==> config.mk <==
export PLATFORM = sky130hd
export DESIGN_NAME = aes_key_ctrl
export DESIGN_NICKNAME = d
export VERILOG_FILES = /design/src/rtl/aes_key_ctrl.sv
export SDC_FILE = /design/constraint.sdc
export NUM_CORES = 2
export LEC_CHECK = 0
export BUFFER_PORTS_ARGS = -buffer_cell sky130_fd_sc_hd__buf_2
export CAP_MARGIN = 40
export CORE_AREA = 2 2 653 655
export DETAILED_ROUTE_END_ITERATION = 7
export DIE_AREA = 0 0 655 657
export SYNTH_ARGS = -nofsm -noshare
export SYNTH_HDL_FRONTEND = slang
export SYNTH_SLANG_ARGS = --single-unit
==> constraint.sdc <==
create_clock -name clk -period 2.3 [get_ports clk]
set_input_delay 0.69 -clock clk [delete_from_list [all_inputs] [get_ports clk]]
set_output_delay 0.69 -clock clk [all_outputs]
set_load 0.05 [all_outputs]
==> src/rtl/aes_key_ctrl.sv <==
// Key-expansion sequencer and round-key store wrapped around the AES KeySchedule core.
// Accepts a cipher key, pulses reset/start on the core, captures its 11 round keys and serves them by index.
module aes_key_ctrl #(
    parameter int START_LEN = 2,
    parameter int TIMEOUT   = 64
) (
    input  logic          clk,
    input  logic          rst,
    input  logic [127:0]  key_in,
    input  logic          key_valid,
    output logic          key_ready,
    input  logic          lock,
    output logic [127:0]  ks_key,
    output logic          ks_rst,
    output logic          ks_start,
    input  logic          ks_finish,
    input  logic [1279:0] ks_roundkeys,
    input  logic [3:0]    rk_idx,
    output logic [127:0]  rk_out,
    output logic          keys_valid,
    output logic          timeout_err
);

    localparam int SCW = (START_LEN > 1) ? $clog2(START_LEN) : 1;
    localparam int WCW = $clog2(TIMEOUT);
    localparam logic [SCW-1:0] START_LOAD = SCW'(START_LEN - 1);
    localparam logic [WCW-1:0] WAIT_LIMIT = WCW'(TIMEOUT - 1);
    localparam logic [3:0]     LAST_IDX   = 4'd10;

    typedef enum logic [1:0] {IDLE, KRST, KSTART, KWAIT} state_t;

    state_t         state, state_nxt;
    logic [SCW-1:0] start_cnt;
    logic [WCW-1:0] wait_cnt;
    logic           finish_q;
    logic           finish_rise;
    logic           accept;
    logic           capture;
    logic           expire;
    logic [127:0]   slots [0:10];

    // Only a 0->1 transition seen while waiting counts; a level left high from before is ignored.
    assign finish_rise = ks_finish && !finish_q;

    always_ff @(posedge clk or negedge rst) begin
        if (!rst) state <= IDLE;
        else      state <= state_nxt;
    end

    // NOTE: every output of this block gets a default first so no path leaves a latch behind.
    always_comb begin
        state_nxt = state;
        key_ready = 1'b0;
        ks_rst    = 1'b0;
        ks_start  = 1'b0;
        accept    = 1'b0;
        capture   = 1'b0;
        expire    = 1'b0;
        case (state)
            IDLE: begin
                key_ready = !lock;
                if (key_valid && !lock) begin
                    accept    = 1'b1;
                    state_nxt = KRST;
                end
            end
            KRST: begin
                ks_rst    = 1'b1;
                state_nxt = KSTART;
            end
            KSTART: begin
                ks_start = 1'b1;
                if (start_cnt == '0) state_nxt = KWAIT;
            end
            KWAIT: begin
                // A finish edge on the final allowed cycle still wins over the timeout.
                if (finish_rise) begin
                    capture   = 1'b1;
                    state_nxt = IDLE;
                end else if (wait_cnt == WAIT_LIMIT) begin
                    expire    = 1'b1;
                    state_nxt = IDLE;
                end
            end
            default: state_nxt = IDLE;
        endcase
    end

    // NOTE: sequential state uses non-blocking assignments so every register samples pre-edge values.
    always_ff @(posedge clk or negedge rst) begin
        if (!rst) begin
            finish_q  <= 1'b0;
            start_cnt <= '0;
            wait_cnt  <= '0;
        end else begin
            finish_q <= ks_finish;
            if (state == KRST)                         start_cnt <= START_LOAD;
            else if (state == KSTART && start_cnt != '0) start_cnt <= start_cnt - 1'b1;
            if (state == KWAIT) wait_cnt <= wait_cnt + 1'b1;
            else                wait_cnt <= '0;
        end
    end

    // NOTE: the slot array is reset explicitly, so a reset mid-expansion can never expose a stale key.
    always_ff @(posedge clk or negedge rst) begin
        if (!rst) begin
            ks_key      <= '0;
            keys_valid  <= 1'b0;
            timeout_err <= 1'b0;
            for (int r = 0; r <= 10; r++) slots[r] <= '0;
        end else begin
            if (accept) begin
                ks_key      <= key_in;
                slots[0]    <= key_in;
                keys_valid  <= 1'b0;
                timeout_err <= 1'b0;
            end
            if (capture) begin
                for (int r = 1; r <= 10; r++)
                    slots[r] <= ks_roundkeys[1279-128*(r-1) -: 128];
                keys_valid <= 1'b1;
            end
            if (expire) timeout_err <= 1'b1;
        end
    end

    always_ff @(posedge clk or negedge rst) begin
        if (!rst)                                rk_out <= '0;
        else if (keys_valid && rk_idx <= LAST_IDX) rk_out <= slots[rk_idx];
        else                                     rk_out <= '0;
    end

endmodule

; ---- After elaboration in Yosys (flattened, before gate mapping)
; Cells that the tools add are included.
[classes]
bitwise = 1
n_addsub = 2
n_lt_le_gt_ge = 2
muxes = 25
eq_ne = 7
n_reduce_logical = 11
[op_table]
columns = operator, n
row1 = binary-select mux 128 bit (select 4 bit), 1
row2 = 2-to-1 mux 128 bit, 3
row3 = 2-to-1 mux 1 bit, 15
row4 = 2-to-1 mux 2 bit, 4
row5 = case mux 2 bit (4 select lines), 1
row6 = adder 6 x 1 -> 6 bit (second input constant), 1
row7 = == test 6 bit (second input constant), 1
row8 = 2-to-1 mux 6 bit, 1
row9 = nonzero test 2 bit, 3
row10 = >= comparator 5 bit (second input constant), 1
row11 = inverter 4 -> 5 bit, 1
row12 = == test 2 bit (second input constant), 2
row13 = less-or-equal comparator 4 bit (second input constant), 1
row14 = logical AND 1 bit, 4
row15 = inequality test 2 bit (second input constant), 2
row16 = inequality test 3 bit (second input constant), 1
row17 = AND reduction 3 bit, 1
row18 = == test 2 x 1 -> 1 bit (second input constant), 1
row19 = zero test 1 bit, 2
row20 = zero test 2 bit, 1
row21 = subtractor 1 bit (second input constant), 1
[totals]
out_inout_bits = 261
ff_bits = 1548
wordCells = 66
inputBits = 1417

; ---- Logic depth before layout (Yosys ltp)
[logic_depth]
ltp_word = 6
depth_mapped = 8
mapped_depth_nobuf = 5

; ---- Worst setup path after synthesis
; OpenSTA, ideal clock, no wires.
[synth_timing]
path_type = input-to-reg
start = input lock
end = register slots[1309] (netlist bit)
required_ns = 2.175
t_arrival_ns = 2.265
path_stages = 5
path_slack_ns = -0.089
path_cell_list = nor2b_1 -> nand2_1 -> clkbuf_1 -> buf_2 -> mux2_2
[synth_between]
elab_chain_len = 4
[synth_rtl]
columns = element, line_no
row1 = from (decl), 12  ; input logic lock,
row2 = zero test 1 bit, 62  ; if (key_valid && !lock) begin
row3 = logical AND 1 bit, 62
row4 = 2-to-1 mux 1 bit, 62
row5 = 2-to-1 mux 1 bit, 59  ; case (state)
row6 = "to (signal, indexed assignment)", 120  ; slots[r] <= ks_roundkeys[1279-128*(r-1) -: 128];
row7 = to (decl), 40  ; logic [127:0] slots [0:10];
; Every way passes these cells.
; A chain may end at the register's enable or synchronous reset.

; ---- Worst setup path in the final report
[layout_timing]
start = register state[0]
end = output key_ready
[layout_between]
elab_chain_len = 2
[layout_rtl]
columns = element, line_no
row1 = from (decl), 32  ; state_t state, state_nxt;
row2 = from (signal assigned), 47  ; else state <= state_nxt;
row3 = zero test 2 bit, 59
row4 = 2-to-1 mux 1 bit, 59
row5 = to (decl), 11  ; output logic key_ready,
; Every way passes these cells.

==> run_results.csv <==
group,metric,value,unit
cells_and_area,regArea,38870,µm²
grt,grt_max_degree,97,
sta,fmax,0.3846,GHz
yosys,ys_types,41,
sta,max_slew_margin,41.08,%
clocking,insertion_delay,890,ps
cells_and_area,nNetsFinal,8989,
pwr,switching_share,35.78,%
cells_and_area,area_delta_synth_final,58.77,%
pwr,clockPowerShare,25.5,%
yosys,synth-xor-area-share,0.03836,%
cells_and_area,drive_gt1_share,43.09,%
pwr,total_power,126.9,mW
yosys,ys_warn_count,0,
yosys,synth-simple-area-share,1.386,%
critical_path,arrival,1910,ps
routing,route.detailed.drc,0,
critical_path,cp.required,1610,ps
routing,dr_total_vias,55030,
floorplan,io_pins,1678,
clocking,cts_tree,"built",
grt,grt_pass1_vias,57800,
floorplan,num_rows,239,
sta,hold-worst-slack,93.58,ps
routing,wl_met2,189900,µm
sta,period_share,113.1,%
grt,grt_overflow,0,
run_status,status,"finished with violations",
yosys,synth-seq-cells,1548,
routing,highest_layer,"met5",
grt,grt_antenna_before_repair,194,
critical_path,r2r-start,"state[1]",
yosys,synthAdderAreaFrac,0.1096,%
yosys,synth_area,68500,µm²
pwr,power_frac_seq,40.3,%
pwr,ir_drop,0.0009427,V
clocking,clk_pin_slew,60,ps
yosys,synth_top_family_by_area,"multiplexers",
min_path,hp-class,"in -> reg",
pwr,power.internal,81.49,mW
yosys,synthTopCellsByArea,"dfrtp_1, mux2_1, mux4_2",
routing,wirelength,379900,µm
clocking,cts_buffers,186,
yosys,synth-async-reset-ratio,100.0,%
placement,place_congestion,0.9556,
pwr,comb_power_share,34.2,%
sta,clock_skew,58.38,ps
placement,port_buffers,1677,
cells_and_area,multiInputGateArea,26610,µm²
sta,worst_slew_pin_slew,883.8,ps
grt,grtUsageTotal,16.64,%
sta,worst_slack,-300.3,ps
clocking,htreeDepth,4,
grt,grt_pass1_wl,495300,µm
yosys,synth_compound_area_share,3.480,%
run_status,violations,"negative setup slack",
cells_and_area,nFillCells,43530,
yosys,syn_avg_cell_area,15.78,µm²
floorplan,core,422800,µm²
placement,dp_hpwl,293200,µm
min_path,min-delay-start,"ks_roundkeys[503]",
sta,finalHoldViolCount,0,
clocking,clock_sinks,1548,
sta,slew_violations,0,
cells_and_area,final_cell_mix,"dfrtp_1, buf_2, dlygate4sd3_1",
yosys,ys_seq_area_share,56.55,%
yosys,synth_flop_cell,"dfrtp_1",
yosys,synth_edf_count,0,
placement,pre_cts_ws,-524.8,ps
yosys,yosysTopAreaCell,"dfrtp_1",
yosys,synth_cells,4342,
critical_path,path_class,"reg -> out",
critical_path,cp_max_fo,3,
routing,drt_iter0_drc,4357,
pwr,p_sw,45.41,mW
sta,layout_min_cycle_time,2600,ps
clocking,cts.path.max_buffers,4,
sta,tns,-781.5,ps
cells_and_area,mostFrequentLayoutCell,"dfrtp_1",
floorplan,dieArea,430300,µm²
yosys,muxShareOfSynthArea,33.48,%
pwr,power.density,1167,nW/µm²
floorplan,start_util,16.20,%
routing,wl_met1,135700,µm
routing,wl_met3,28830,µm
pwr,p_leak,47.05,nW
routing,drtPass1Iterations,7,
job,maxCapViolCount,0,
routing,drt.antenna.violating_nets,0,
floorplan,die_x,655,µm
sta,setup_viol,10,
critical_path,startpoint_type,"flop",
cells_and_area,instances_no_fill,13580,
placement,placedCellCount,11650,
critical_path,end_kind,"output port",
floorplan,die_y,657,µm
yosys,synth_top_cell_area_share,56.55,%
yosys,syn_nets,5765,
routing,vias_per_cell,4.052,
critical_path,cp-startpoint,"state[0]",
sta,rsz0062_at_grt,"yes",
routing,wire_per_inst,27.98,µm
clocking,root_buffer,"clkbuf_16",
==> flip-flops by register name (all words and copies together), names as in the netlist <==
| name | flops |
|---|---|
| slots | 1408 |
| rk_out | 128 |
| wait_cnt | 6 |
| state | 2 |
| finish_q | 1 |
| keys_valid | 1 |
| start_cnt | 1 |
| timeout_err | 1 |
==> routing by layer <==
layer,global-route usage [%],vias to the layer above
met3,4.217,993
met2,29.28,2888
met4,9.383,48
met1,18.08,28420
met5,0,-
li1,-,22680
==> cell type report <==
type | instances | share of cell area (%)
Clock inverter | 79 | 1.210
Tap cell | 5663 | 6.515
Sequential cell | 1548 | 35.74
Inverter | 6 | 0.02301
Timing Repair Buffer | 3476 | 26.65
Antenna cell | 204 | 0.4694
Multi-Input combinational cell | 2348 | 24.47
Clock buffer | 257 | 4.921
==> synthesized netlist by cell type, types with 45 or more instances <==
library cell,count
dfrtp_1,1548
mux2_1,1089
mux2_2,320
mux4_2,256
buf_4,163
mux2i_1,130
a21oi_1,129
buf_6,129
o21ai_0,99
o22ai_1,90
nor3_1,89
buf_2,88
clkbuf_1,45
==> path summary, 6_finish.rpt <==
check,endpoint,slack [ps],cells past startpoint
setup / recovery,key_ready,-300,5
hold / removal,slots[503],90,2
setup reg to reg,slots[49],-20,11
hold reg to reg,wait_cnt[0],450,1
max in group asynchronous,rk_out[79],910,4
min in group asynchronous,rk_out[80],660,3
==> power by group through the flow <==
| stage | clock network (mW) | registers [mW] | logic (mW) |
|---|---|---|---|
| floorplan | 0 | 47.0 | 24.7 |
| global placement | 0 | 51.1 | 35.5 |
| detailed placement | 0 | 51.2 | 36.1 |
| CTS | 33.0 | 50.6 | 42.0 |
| global route | 34.1 | 52.1 | 45.9 |
| finish | 32.4 | 51.2 | 43.3 |
==> critical path, stage by stage (launching register included) <==
cell	delay, ps
dfrtp_1	390
inv_2	100
ha_4	130
nor2b_4	130
buf_6	130
buf_12	140
==> through the flow <==
stage          util (%)  cell area, µm²
2_1_floorplan         -           68500
3_3_place_gp      20.14           85180
4_1_cts           25.23          106700
5_1_grt           25.70          108700
3_5_place_dp      20.15           85200
6_report          25.72          108800
==> timing repair <==
action,CTS,global route
endpoints found under the hold margin,1414,0
pin swaps,2,1
hold buffers,1273,0
resized for setup,566,110
buffers inserted,64,15
cloned,0,41
endpoints found under the setup margin,247,469
==> logic make-up after synthesis <==
kind of cell / after synthesis
AOI/OAI and AO/OA: 392
and+or+nand+nor: 152
muxes: 1795
adders and majority gates: 6
xor gates and xnor gates: 3
buffers and inverters: 446
DFF: 1548
No activity file was read; power rests on OpenSTA's default activity.
